--- src/rtl/fuzz_lcg_pkg.sv ---
// ---------------------------------------------------------------------------
// fuzz_lcg_pkg
// Shared definitions for the fuzz stimulus generator: the harness 32-bit LCG
// constants, the reset seed, the single-step LCG function and the generator
// FSM state type. The simulator-side generator uses the same constants so a
// seed replays identically on hardware and in simulation.
// ---------------------------------------------------------------------------
package fuzz_lcg_pkg;

    localparam logic [31:0] LCG_MULT     = 32'h41C64E6D;
    localparam logic [31:0] LCG_INC      = 32'h3039;
    localparam logic [31:0] DEFAULT_SEED = 32'hEE0CAEB5;

    typedef enum logic [1:0] {
        IDLE    = 2'd0,
        FILL    = 2'd1,
        PRESENT = 2'd2,
        FINISH  = 2'd3
    } stim_state_e;

    // One LCG step; the mod 2^32 wrap is the natural 32-bit truncation.
    function automatic logic [31:0] lcg_next(input logic [31:0] s);
        return s * LCG_MULT + LCG_INC;
    endfunction

endpackage

--- src/rtl/fuzz_stim_gen_if.sv ---
// ---------------------------------------------------------------------------
// fuzz_stim_gen_if
// Vector delivery channel from the stimulus generator to its consumer.
//   vec_o        stimulus vector
//   vec_valid_o  vec_o holds a complete vector
//   vec_ready_i  consumer accepts vec_o
//   vec_idx_o    0-based index of the vector on vec_o
// Handshake: a vector transfers on a clock edge where vec_valid_o and
// vec_ready_i are both high. Once vec_valid_o is high, it and vec_o/vec_idx_o
// stay stable until that transfer (only abort or reset may withdraw it).
// vec_ready_i may change freely and may be high while vec_valid_o is low.
// ---------------------------------------------------------------------------
interface fuzz_stim_gen_if #(
    parameter int VEC_W = 271,
    parameter int CNT_W = 32
);
    logic [VEC_W-1:0] vec_o;
    logic             vec_valid_o;
    logic             vec_ready_i;
    logic [CNT_W-1:0] vec_idx_o;

    modport master (
        output vec_o,
        output vec_valid_o,
        output vec_idx_o,
        input  vec_ready_i
    );

    modport slave (
        input  vec_o,
        input  vec_valid_o,
        input  vec_idx_o,
        output vec_ready_i
    );
endinterface

--- src/rtl/fuzz_lcg_core.sv ---
// ---------------------------------------------------------------------------
// fuzz_lcg_core
// 32-bit LCG state register.
//   clk, rst_n  clock / asynchronous active-low reset (state <= RESET_SEED)
//   load_i      load seed_i into the state (wins over step_i)
//   seed_i      seed value
//   step_i      advance the state by one LCG step
//   next_o      lcg_next(state): the value the state becomes on a step
// ---------------------------------------------------------------------------
module fuzz_lcg_core
    import fuzz_lcg_pkg::*;
#(
    parameter logic [31:0] RESET_SEED = 32'hEE0CAEB5
) (
    input  logic        clk,
    input  logic        rst_n,
    input  logic        load_i,
    input  logic [31:0] seed_i,
    input  logic        step_i,
    output logic [31:0] next_o
);

    logic [31:0] state_q;

    always_ff @(posedge clk or negedge rst_n) begin
        if (!rst_n) begin
            state_q <= RESET_SEED;
        end else if (load_i) begin
            state_q <= seed_i;
        end else if (step_i) begin
            state_q <= lcg_next(state_q);
        end
    end

    assign next_o = lcg_next(state_q);

endmodule

--- src/rtl/fuzz_stim_gen.sv ---
// ---------------------------------------------------------------------------
// fuzz_stim_gen
// Stimulus source for the fuzz harness. Builds VEC_W-bit vectors LSB-first
// from successive LCG outputs (one 32-bit chunk per cycle) and hands them to
// the consumer over a valid/ready channel.
//   clk, rst_n   clock / asynchronous active-low reset
//   start_i      begin a run (only looked at in IDLE)
//   abort_i      end the run now: back to IDLE, no done pulse
//   seed_i       LCG seed captured on start
//   num_vec_i    number of vectors in the run, captured on start
//   vec          vector channel (master side)
//   busy_o       run in progress (state != IDLE)
//   done_o       one-cycle pulse when a run completes
//   state_o      current FSM state, for debug and checkers
// ---------------------------------------------------------------------------
module fuzz_stim_gen
    import fuzz_lcg_pkg::*;
#(
    parameter int          VEC_W        = 271,
    parameter logic [31:0] DEFAULT_SEED = fuzz_lcg_pkg::DEFAULT_SEED,
    parameter int          CNT_W        = 32
) (
    input  logic                   clk,
    input  logic                   rst_n,
    input  logic                   start_i,
    input  logic                   abort_i,
    input  logic [31:0]            seed_i,
    input  logic [CNT_W-1:0]       num_vec_i,
    fuzz_stim_gen_if.master        vec,
    output logic                   busy_o,
    output logic                   done_o,
    output stim_state_e            state_o
);

    localparam int NCHUNK   = (VEC_W + 31) / 32;
    // Width of the final, possibly partial, chunk (15 for VEC_W = 271).
    localparam int LAST_W   = VEC_W - 32 * (NCHUNK - 1);
    localparam int CHUNK_CW = (NCHUNK > 1) ? $clog2(NCHUNK) : 1;
    localparam logic [CHUNK_CW-1:0] LAST_CHUNK = CHUNK_CW'(NCHUNK - 1);

    stim_state_e          state_q, state_d;
    logic [CHUNK_CW-1:0]  chunk_ctr_q;
    logic [VEC_W-1:0]     vec_q;
    logic [CNT_W-1:0]     remaining_q;
    logic [CNT_W-1:0]     idx_q;

    logic                 lcg_load;
    logic                 lcg_step;
    logic                 capture;
    logic                 fill_en;
    logic                 accept;
    logic [31:0]          lcg_out;

    fuzz_lcg_core #(
        .RESET_SEED (DEFAULT_SEED)
    ) u_lcg (
        .clk    (clk),
        .rst_n  (rst_n),
        .load_i (lcg_load),
        .seed_i (seed_i),
        .step_i (lcg_step),
        .next_o (lcg_out)
    );

    // -------------------------------------------------------------------
    // FSM
    // -------------------------------------------------------------------
    always_ff @(posedge clk or negedge rst_n) begin
        if (!rst_n) begin
            state_q <= IDLE;
        end else begin
            state_q <= state_d;
        end
    end

    always_comb begin
        state_d  = state_q;
        lcg_load = 1'b0;
        lcg_step = 1'b0;
        capture  = 1'b0;
        fill_en  = 1'b0;
        accept   = 1'b0;

        case (state_q)
            IDLE: begin
                if (start_i) begin
                    lcg_load = 1'b1;
                    capture  = 1'b1;
                    state_d  = (num_vec_i == '0) ? FINISH : FILL;
                end
            end
            FILL: begin
                // The LCG output feeding this chunk is also the new state,
                // so the stream continues unbroken across vectors.
                lcg_step = 1'b1;
                fill_en  = 1'b1;
                if (chunk_ctr_q == LAST_CHUNK) begin
                    state_d = PRESENT;
                end
            end
            PRESENT: begin
                if (vec.vec_ready_i) begin
                    accept  = 1'b1;
                    state_d = (remaining_q == CNT_W'(1)) ? FINISH : FILL;
                end
            end
            FINISH: begin
                state_d = IDLE;
            end
            default: begin
                state_d = IDLE;
            end
        endcase

        // Abort overrides start and handshake; the LCG keeps its value.
        if (abort_i) begin
            state_d  = IDLE;
            lcg_load = 1'b0;
            lcg_step = 1'b0;
            capture  = 1'b0;
            fill_en  = 1'b0;
            accept   = 1'b0;
        end
    end

    // -------------------------------------------------------------------
    // Datapath: chunk counter, vector assembly, run counters
    // -------------------------------------------------------------------
    always_ff @(posedge clk or negedge rst_n) begin
        if (!rst_n) begin
            chunk_ctr_q <= '0;
            vec_q       <= '0;
            remaining_q <= '0;
            idx_q       <= '0;
        end else begin
            if (capture) begin
                chunk_ctr_q <= '0;
                remaining_q <= num_vec_i;
                idx_q       <= '0;
            end

            if (fill_en) begin
                for (int k = 0; k < NCHUNK - 1; k++) begin
                    if (chunk_ctr_q == CHUNK_CW'(k)) begin
                        vec_q[32*k +: 32] <= lcg_out;
                    end
                end
                if (chunk_ctr_q == LAST_CHUNK) begin
                    vec_q[VEC_W-1 -: LAST_W] <= lcg_out[LAST_W-1:0];
                    chunk_ctr_q              <= '0;
                end else begin
                    chunk_ctr_q <= chunk_ctr_q + 1'b1;
                end
            end

            if (accept) begin
                remaining_q <= remaining_q - 1'b1;
                // Only advance when another vector follows, so the index
                // never wraps even for a run of 2^CNT_W-1 vectors.
                if (remaining_q != CNT_W'(1)) begin
                    idx_q <= idx_q + 1'b1;
                end
            end
        end
    end

    assign vec.vec_o       = vec_q;
    assign vec.vec_valid_o = (state_q == PRESENT);
    assign vec.vec_idx_o   = idx_q;
    assign busy_o          = (state_q != IDLE);
    assign done_o          = (state_q == FINISH);
    assign state_o         = state_q;

endmodule

--- src/flat_wrapper.sv ---
// flat-port wrapper written by rule: the top's interface ports become plain ports
module fuzz_stim_gen_flat import fuzz_lcg_pkg::*;
#(
    parameter int          VEC_W        = 271,
    parameter logic [31:0] DEFAULT_SEED = fuzz_lcg_pkg::DEFAULT_SEED,
    parameter int          CNT_W        = 32
)
  (clk, rst_n, start_i, abort_i, seed_i, num_vec_i, busy_o, done_o, state_o, vec_vec_o, vec_vec_valid_o, vec_vec_idx_o, vec_vec_ready_i);
  fuzz_stim_gen_if #(.VEC_W(VEC_W), .CNT_W(CNT_W)) vec_i ();
  input  logic clk;
  input  logic rst_n;
  input  logic start_i;
  input  logic abort_i;
  input  logic [31:0] seed_i;
  input  logic [CNT_W-1:0] num_vec_i;
  output logic busy_o;
  output logic done_o;
  output stim_state_e state_o;
  output wire logic [$bits(vec_i.vec_o)-1:0] vec_vec_o;
  output wire logic [$bits(vec_i.vec_valid_o)-1:0] vec_vec_valid_o;
  output wire logic [$bits(vec_i.vec_idx_o)-1:0] vec_vec_idx_o;
  input wire logic [$bits(vec_i.vec_ready_i)-1:0] vec_vec_ready_i;
  assign vec_vec_o = vec_i.vec_o;
  assign vec_vec_valid_o = vec_i.vec_valid_o;
  assign vec_vec_idx_o = vec_i.vec_idx_o;
  assign vec_i.vec_ready_i = vec_vec_ready_i;
  fuzz_stim_gen #(.VEC_W(VEC_W), .DEFAULT_SEED(DEFAULT_SEED), .CNT_W(CNT_W)) u_core (.clk(clk), .rst_n(rst_n), .start_i(start_i), .abort_i(abort_i), .seed_i(seed_i), .num_vec_i(num_vec_i), .vec(vec_i), .busy_o(busy_o), .done_o(done_o), .state_o(state_o));
endmodule
--- config.mk ---
export PLATFORM = sky130hd
export DESIGN_NAME = fuzz_stim_gen_flat
export DESIGN_NICKNAME = d
export VERILOG_FILES = /design/src/rtl/fuzz_lcg_pkg.sv /design/src/rtl/fuzz_stim_gen_if.sv /design/src/rtl/fuzz_lcg_core.sv /design/src/rtl/fuzz_stim_gen.sv /design/src/flat_wrapper.sv
export SDC_FILE = /design/constraint.sdc
export NUM_CORES = 1
export LEC_CHECK = 0
export ABC_AREA = 1
export BUFFER_PORTS_ARGS = -buffer_cell sky130_fd_sc_hd__clkbuf_2
export CORE_MARGIN = 10
export CORE_UTILIZATION = 35
export DETAILED_ROUTE_END_ITERATION = 10
export GPL_ROUTABILITY_DRIVEN = 0
export PLACE_DENSITY = 0.6
export SLEW_MARGIN = 20
export SYNTH_ARGS = -nofsm -noshare
export SYNTH_HDL_FRONTEND = slang
export SYNTH_SLANG_ARGS = --single-unit
--- constraint.sdc ---
create_clock -name clk -period 5.7 [get_ports clk]
set_clock_uncertainty 0.1 [all_clocks]
set_input_delay 0.285 -clock clk [delete_from_list [all_inputs] [get_ports clk]]
set_output_delay 0.285 -clock clk [all_outputs]
set_load 0.005 [all_outputs]
# == Yosys cells after proc, flatten, opt, wreduce, memory -nomap -nowiden ==
# Cells that the tools add are included.
# totals
reg_bits,373
in_bits,69
output_inout_bits,308
word_cells,76
# classes
n_addsub,4
multipliers,1
eq_ne,16
mux,25
reduce_logical,16
# op_table
op,n
$mux W32,7
$add A32 B1 Y32 const B,1
$add A32 B14 Y32 const B,1
$eq A32 B1 Y1 const B,1
$logic_not A32 Y1,1
$mul A32 B31 Y32 const B,1
$ne A32 B1 Y1 const B,1
$sub A32 B1 Y32 const B,1
$reduce_and A2 Y1,9
$eq A4 B3 Y1 const B,4
$mux W2,6
$mux W4,3
$eq A4 B2 Y1 const B,2
$mux W1,8
$pmux W2 S4,1
$ne A3 B2 Y1 const B,2
$reduce_bool A2 Y1,3
$add A4 B1 Y4 const B,1
$eq A2 B2 Y1 const B,2
$eq A4 B1 Y1 const B,1
$eq A4 B4 Y1 const B,1
$logic_not A4 Y1,1
$ne A3 B3 Y1 const B,1
$reduce_and A3 Y1,1
2 further kinds,2

# == Logic depth before layout (Yosys ltp) ==
# Gate-level depths: netlist (run 1).
# logic_depth
word_depth,6
mapped_depth,30

# == Hierarchy ==
# Synthesis (run 1) repeated with hierarchy kept, for this count alone.
# hier_totals
cells_unflattened,3112
hier_area_um2,26187.6
# modules_own_cells
mod,instances,cells_each,area_per_inst_um2
fuzz_stim_gen,1,1801,15070.7
fuzz_lcg_core,1,1311,11116.9

# == Worst setup path before layout (run 1) ==
# Ideal clock, no wire load.
# synth_timing
kind,flip-flop to flip-flop
start,register u_core.u_lcg.state_q[5]
end,"register u_core.vec_q[187], in the netlist u_core.vec.vec_o[187]"
setup_time_ps,118
arrival_time_ps,5975
setup_slack_ps,-493
stages_incl_launch_ff,26
period_less_slack_ps,6193
path_cell_list,dfstp_2 > ha_1 > xor2_1 > ha_1 > a21oi_1 > fa_1 > fa_1 > inv_1 > fa_1 > inv_1 > fa_1 > inv_1 > fa_1 > inv_1 > fa_1 > inv_1 > ha_1 > a21oi_1 > o21ai_0 > a21oi_1 > nand3_1 > a21o_1 > or2_1 > buf_6 > nand3_1 > nand2_1
# synth_between
elab_chain_cells,2
# synth_rtl
element,line_no,text
"start, declared",fuzz_lcg_core.sv:23,logic [31:0] state_q;
"start signal, assigned",fuzz_lcg_core.sv:29,state_q <= seed_i;
"start signal, assigned",fuzz_lcg_core.sv:31,state_q <= lcg_next(state_q);
$mul A32 B31 Y32,fuzz_lcg_pkg.sv:23,return s * LCG_MULT + LCG_INC;
$add A32 B14 Y32,fuzz_lcg_pkg.sv:23,
"end signal, assigned by index",fuzz_stim_gen.sv:145,vec_q[32*k +: 32] <= lcg_out;
"end signal, assigned by index",fuzz_stim_gen.sv:149,vec_q[VEC_W-1 -: LAST_W] <= lcg_out[LAST_W-1:0];
"end, declared",fuzz_stim_gen.sv:43,logic [VEC_W-1:0] vec_q;
# Every way passes these cells.
# A chain may end at the register's enable or synchronous reset.

# == Final worst setup path (run 1) ==
# layout_timing
start,register u_core.u_lcg.state_q[7]
end,"register u_core.vec_q[248], in the netlist u_core.vec.vec_o[248]"
# The elaborated chain is that of the path after synthesis.

==> flow_metrics.tcl, run 1 <==
set metrics [dict create \
    startpoint "u_core.u_lcg.state_q[7]" \
    hpwl_um 68000 \
    tightestPinTransition_ps 1030 \
    fin_ws_ps -565 \
    synth_xor_area_share_pct 1.68 \
    period_needed_ps 6270 \
    layoutNonFillerInstCount 4554 \
    rrSetupSlack_ps -570 \
    drt_iter0_drc 1656 \
    io-pin-count 377 \
    synth_top_family_by_area "adder cells" \
    nFillCells 6715 \
    critPathLaunchType "flip-flop" \
    nNetsFinal 4036 \
    wl_per_cell_um 20.0 \
    critPathRequiredTime_ps 6040 \
    synth_area_um2 25400 \
    portBuffers 376 \
    drc 0 \
    final_common_cell "nand2_1" \
    num_rows 98 \
    ctsHtreeMaxLevel 2 \
    synth_area_per_cell_um2 8.80 \
    areaGrowthSynthToFinish_pct 37.7 \
    ys_ff_latch 373 \
    critPathCaptureType "flip-flop" \
    hp-start "seed_i[24]" \
    crit_type "flip-flop to flip-flop" \
    synth_compound_area_share_pct 8.33 \
    cts_tree "built" \
    grt_pass1_wl_um 136000 \
    drive_gt1_share_pct 32.7 \
    overflow 0 \
    synth_simple_gate_area_share_pct 18.4 \
    grt_util_all_layers_pct 21.1 \
    clock_sink_count 373 \
    fin_crit_sh_pct 110 \
    synth.mux.area_fraction_pct 0.158 \
    firstDrtPassIters 5 \
    crit_path_max_fanout 8 \
    drv_slew 0 \
    antenna_found_initial 3 \
    arrival_ps 6610 \
    seq_area_frac_synth_pct 36.9 \
    yosys_warnings 0 \
    max_clock_freq_mhz 160 \
    clock_latency_ps 580 \
    die_w_um 289 \
    slew-limit-headroom_pct 31.5 \
    drtAntennaViolNets 0 \
    cts-buffers-inserted 42 \
    status "complete, but fails checks" \
    finalHoldViolCount 0 \
    grt_max_degree 142 \
    most-common-layout-cells "nand2_1, inv_1, clkbuf_2, dfrtp_1, buf_4" \
    vias 22400 \
    rsz0062_at_grt "yes" \
    timing.rr.start "u_core.u_lcg.state_q[7]" \
    routed_wl_um 91100 \
    coreArea_um2 71700 \
    min_path_type "input pin to flip-flop" \
    syn-num-nets 3351 \
    violations "setup timing" \
    synthAdderAreaFrac_pct 25.3 \
    cap_violations 0 \
    synth.distinct_cells 56 \
    die_area_um2 83700 \
    cts.clk_slew.worst_paths_ps 60 \
    grt_pass1_vias 22500 \
    via_per_inst 4.92 \
    floorplan.initialDensity_pct 35.4 \
    root_buffer "clkbuf_16" \
    clockBufferDepth 3 \
    finalSetupViolations 173 \
    placed_cells 4353 \
    fp.dieH_um 289 \
    synthCells 2882 \
]
## layer usage
metal | GRT usage (%) | wire [um]
met5 | 0 | 13
met2 | 34.0 | 42500
met3 | 5.02 | 7770
met1 | 27.8 | 37700
met4 | 6.21 | 3120
## cell type report
| type | instances | area, um^2 | area share [%] |
|---|---|---|---|
| multi-input cells | 1906 | 15900 | 45.6 |
| flip-flops and latches | 373 | 9360 | 26.8 |
| repair buffers | 717 | 5010 | 14.4 |
| inverters | 527 | 1990 | 5.70 |
| clock buffers | 60 | 1210 | 3.46 |
| well taps | 950 | 1190 | 3.40 |
| clock inverters | 18 | 225 | 0.645 |
| diodes | 3 | 7.51 | 0.0215 |
## registers in the layout, summed over array words and instances (netlist names)
register              flops
u_core.state_o            2
u_core.vec.vec_idx_o     32
u_core.remaining_q       32
u_core.vec.vec_o        271
u_core.chunk_ctr_q        4
u_core.u_lcg.state_q     32
## worst max-delay path: stages (launching register included)
cell and delay [ps]:
dfstp_2 560, buf_12 120, ha_4 210, xor2_2 150, ha_2 200, a21oi_4 160
fa_1 460, fa_1 490, inv_1 50, fa_1 510, fa_2 450, fa_1 490
inv_1 50, fa_1 490, inv_2 50, ha_4 300, nand2_4 70, nor2_4 100
nor3b_4 240, nand4_1 170, nand3_2 150, a21oi_2 80, xor2_2 220, buf_12 190
o21ai_1 80
## cells in the mapped netlist (all sizes together)
library cell,instances,area share (%)
and3,1,0.025
fa,187,15
a21oi,53,1.2
nor4,12,0.35
nor3b,2,0.079
xor2,29,1.1
a32o,1,0.039
a22oi,2,0.059
mux2i,4,0.16
nor2,113,1.9
nand3b,5,0.16
o2111ai,1,0.035
dfrtp,355,35
xnor2,17,0.62
a31oi,2,0.049
o221ai,13,0.45
o21ai,241,4.8
ha,213,11
o31ai,3,0.089
clkbuf,54,0.80
o211ai,27,0.80
o311ai,1,0.035
nand3,176,3.6
a211oi,4,0.12
nor3,31,0.96
a22o,2,0.069
nand2,701,10
o22ai,7,0.17
inv,527,7.8
nand4,23,0.62
or2,9,0.22
dfstp,18,1.9
buf,32,0.70
a21o,11,0.33
o21bai,5,0.15
## stage by stage
stage | utilization (%) | hold slack [ps] | instance area (um^2) | setup TNS [ps] | setup slack [ps]
after floorplan | - | -111 | 25800 | -14520 | -263
after global placement | 42.3 | 334 | 30400 | -79940 | -851
after detailed placement | 42.3 | 321 | 30400 | -84680 | -818
after CTS | 46.5 | 17.2 | 33300 | -59810 | -500
after global routing | 48.7 | 49.9 | 34900 | -100860 | -764
final | 48.7 | 21.2 | 34900 | -68330 | -565
## what timing repair did
item / CTS / global route
hold endpoints to repair: 182 / 0
gates cloned: 5 / 7
resized for setup: 163 / 288
pin swaps: 53 / 127
buffers inserted: 18 / 27
hold buffers: 66 / 0
endpoints found under the setup margin: 183 / 195
## cell families after synthesis
group / count (synthesis)
and+or+nand+nor: 1073
DFF: 373
xor gates and xnor gates: 46
adders and majority gates: 400
buffers and inverters: 613
AOI/OAI and AO/OA: 373
muxes: 4
## worst paths after layout
kind                                            endpoint  depth (start not counted)
worst max-delay path               u_core.vec.vec_o[248]                         24
worst min-delay path            u_core.u_lcg.state_q[24]                          4
worst max register to register     u_core.vec.vec_o[248]                         24
worst min register to register  u_core.vec.vec_idx_o[31]                          1
max in group asynchronous       u_core.vec.vec_idx_o[15]                          3
min in group asynchronous           u_core.vec.vec_o[10]                          2
Power of run 1 is not shown: default switching activity piles up to over one toggle a cycle in this logic, so the estimate is an artifact.
==> run 2, diff against run 1 <==
Settings changed: CELL_PAD_IN_SITES_DETAIL_PLACEMENT set to 1, CELL_PAD_IN_SITES_GLOBAL_PLACEMENT set to 2, CORE_UTILIZATION 35 to 32, PLACE_DENSITY 0.6 to 0.82, SLEW_MARGIN 20 to unset.
==> run 2 against run 1 <==
Effect of this change:
- the run ends with hold timing, setup timing left
- via count rose by 2.8%
- wire length rose by 18%
- sequential cell count unchanged
- cell count is 2.5% higher
- non-clock buffer count increased by 18
- largest cell class unchanged
==> flow_metrics.tcl, run 2 (same netlist as run 1, synthesis figures left out) <==
set metrics [dict create \
    violations "hold timing, setup timing" \
    clock_sink_count 373 \
    rsz0062_at_grt "yes" \
    via_per_inst 4.93 \
    grt_max_degree 152 \
    die_area_um2 90900 \
    finalSetupViolations 183 \
    portBuffers 376 \
    min_path_type "input pin to flip-flop" \
    rrSetupSlack_ps -750 \
    post-route-util_pct 45.1 \
    cts_tree "built" \
    nFillCells 9040 \
    critPathCaptureType "flip-flop" \
    drt_iter0_drc 1221 \
    vias 23000 \
    critPathRequiredTime_ps 6060 \
    arrival_ps 6810 \
    finalSetupTns_ps -99000 \
    place_worst_setup_slack_ps -811 \
    dpl_cell_area_um2 30600 \
    coreArea_um2 78700 \
    num_rows 103 \
    most-common-layout-cells "nand2_1, inv_1, clkbuf_2, dfrtp_1, buf_4" \
    drtAntennaViolNets 0 \
    ctsHtreeMaxLevel 2 \
    hpwl_um 78400 \
    root_buffer "clkbuf_16" \
    finalHoldViolCount 2 \
    fin_crit_sh_pct 113 \
    crit_path_max_fanout 8 \
    overflow 0 \
    fin_area_um2 35500 \
    final_common_cell "nand2_1" \
    period_needed_ps 6450 \
    slew-limit-headroom_pct 30.2 \
    die_w_um 302 \
    crit_type "flip-flop to flip-flop" \
    drive_gt1_share_pct 34.4 \
    tightestPinTransition_ps 1050 \
    clock_latency_ps 620 \
    grt_util_all_layers_pct 22.3 \
    areaGrowthSynthToFinish_pct 39.9 \
    firstDrtPassIters 5 \
    drv_slew 0 \
    clockBufferDepth 3 \
    io-pin-count 377 \
    cts.clk_slew.worst_paths_ps 70 \
    whs_ps -5.51 \
    floorplan.initialDensity_pct 32.2 \
    grt_pass1_wl_um 156000 \
    cap_violations 0 \
    wl_per_cell_um 23.0 \
    critPathLaunchType "flip-flop" \
    fp.dieH_um 302 \
    antenna_found_initial 3 \
    status "complete, but fails checks" \
    largest_reg_flops 271 \
    cts-buffers-inserted 44 \
    nNetsFinal 4054 \
    fin_ws_ps -751 \
    drc 0 \
    grt_pass1_vias 24900 \
    max_clock_freq_mhz 155 \
    routed_wl_um 107000 \
]
[run 2: cell types whose count changed in the layout (fill, tap and decap cells not counted), sizes merged]
cell	change
buf	+22
dlygate4sd3	-3
nand2	-3
clkinv	+2
clkinvlp	-2
inv	-2
clkbuf	+1
nand3	+1
[run 2: area by class of cell]
class                           instances  area (um^2)  share of cell area [%]
Multi-Input combinational cell       1904        16100                    45.5
Tap cell                             1050         1310                    3.70
Sequential cell                       373         9360                    26.4
Antenna cell                            3         7.51                  0.0212
Timing Repair Buffer                  735         5190                    14.6
Clock buffer                           62         1260                    3.55
Clock inverter                         16          221                   0.624
Inverter                              527         2000                    5.63
[run 2: path summary, 6_finish.rpt]
check,start,to,depth (start not counted)
setup / recovery,u_core.u_lcg.state_q[7],u_core.vec.vec_o[216],24
hold / removal,seed_i[29],u_core.u_lcg.state_q[29],5
setup reg to reg,u_core.u_lcg.state_q[7],u_core.vec.vec_o[216],24
hold reg to reg,u_core.vec.vec_idx_o[31],u_core.vec.vec_idx_o[31],1
max in group asynchronous,rst_n,u_core.vec.vec_idx_o[26],3
min in group asynchronous,rst_n,u_core.vec.vec_o[210],2
[run 2: metrics by stage]
step | cells | hold WS, ps
2_1_floorplan | 2882 | -111
3_3_place_gp | 4466 | 224
3_5_place_dp | 4466 | 224
4_1_cts | 4640 | 11.0
5_1_grt | 4669 | 39.4
6_report | 4670 | -5.51
[run 2: per-layer routing]
metal	vias up	share of wire [%]	track usage [%]
li1	10500	-	-
met1	11700	41	27.5
met2	642	49	37.9
met3	188	6.3	5.13
met4	4	4.1	7.90
met5	-	0.020	0
[run 2: timing repair]
action                                  4_1_cts  5_1_grt
gates resized for setup                     193      328
setup buffers                                27       34
cloned                                        7        2
pin swaps                                    89      120
hold buffers                                 63        0
endpoints found under the setup margin      184      203
hold endpoints to repair                    136        0
[run 2: worst max-delay path, cell delays in order (launching register included)]
cell     delay (ps)
dfstp_2         610
buf_6           130
ha_4            210
xor2_2          170
ha_2            220
a21oi_4         160
fa_1            450
fa_1            500
inv_1            50
fa_1            500
fa_2            450
fa_1            500
inv_1            50
fa_1            490
inv_2            50
ha_4            300
nand2_4          60
nor2_4          140
nor3b_4         250
nand4_1         180
nand3_2         130
a21oi_2          70
xor2_2          240
buf_12          200
o21ai_2          60
Power of run 2 is left out for the same reason.
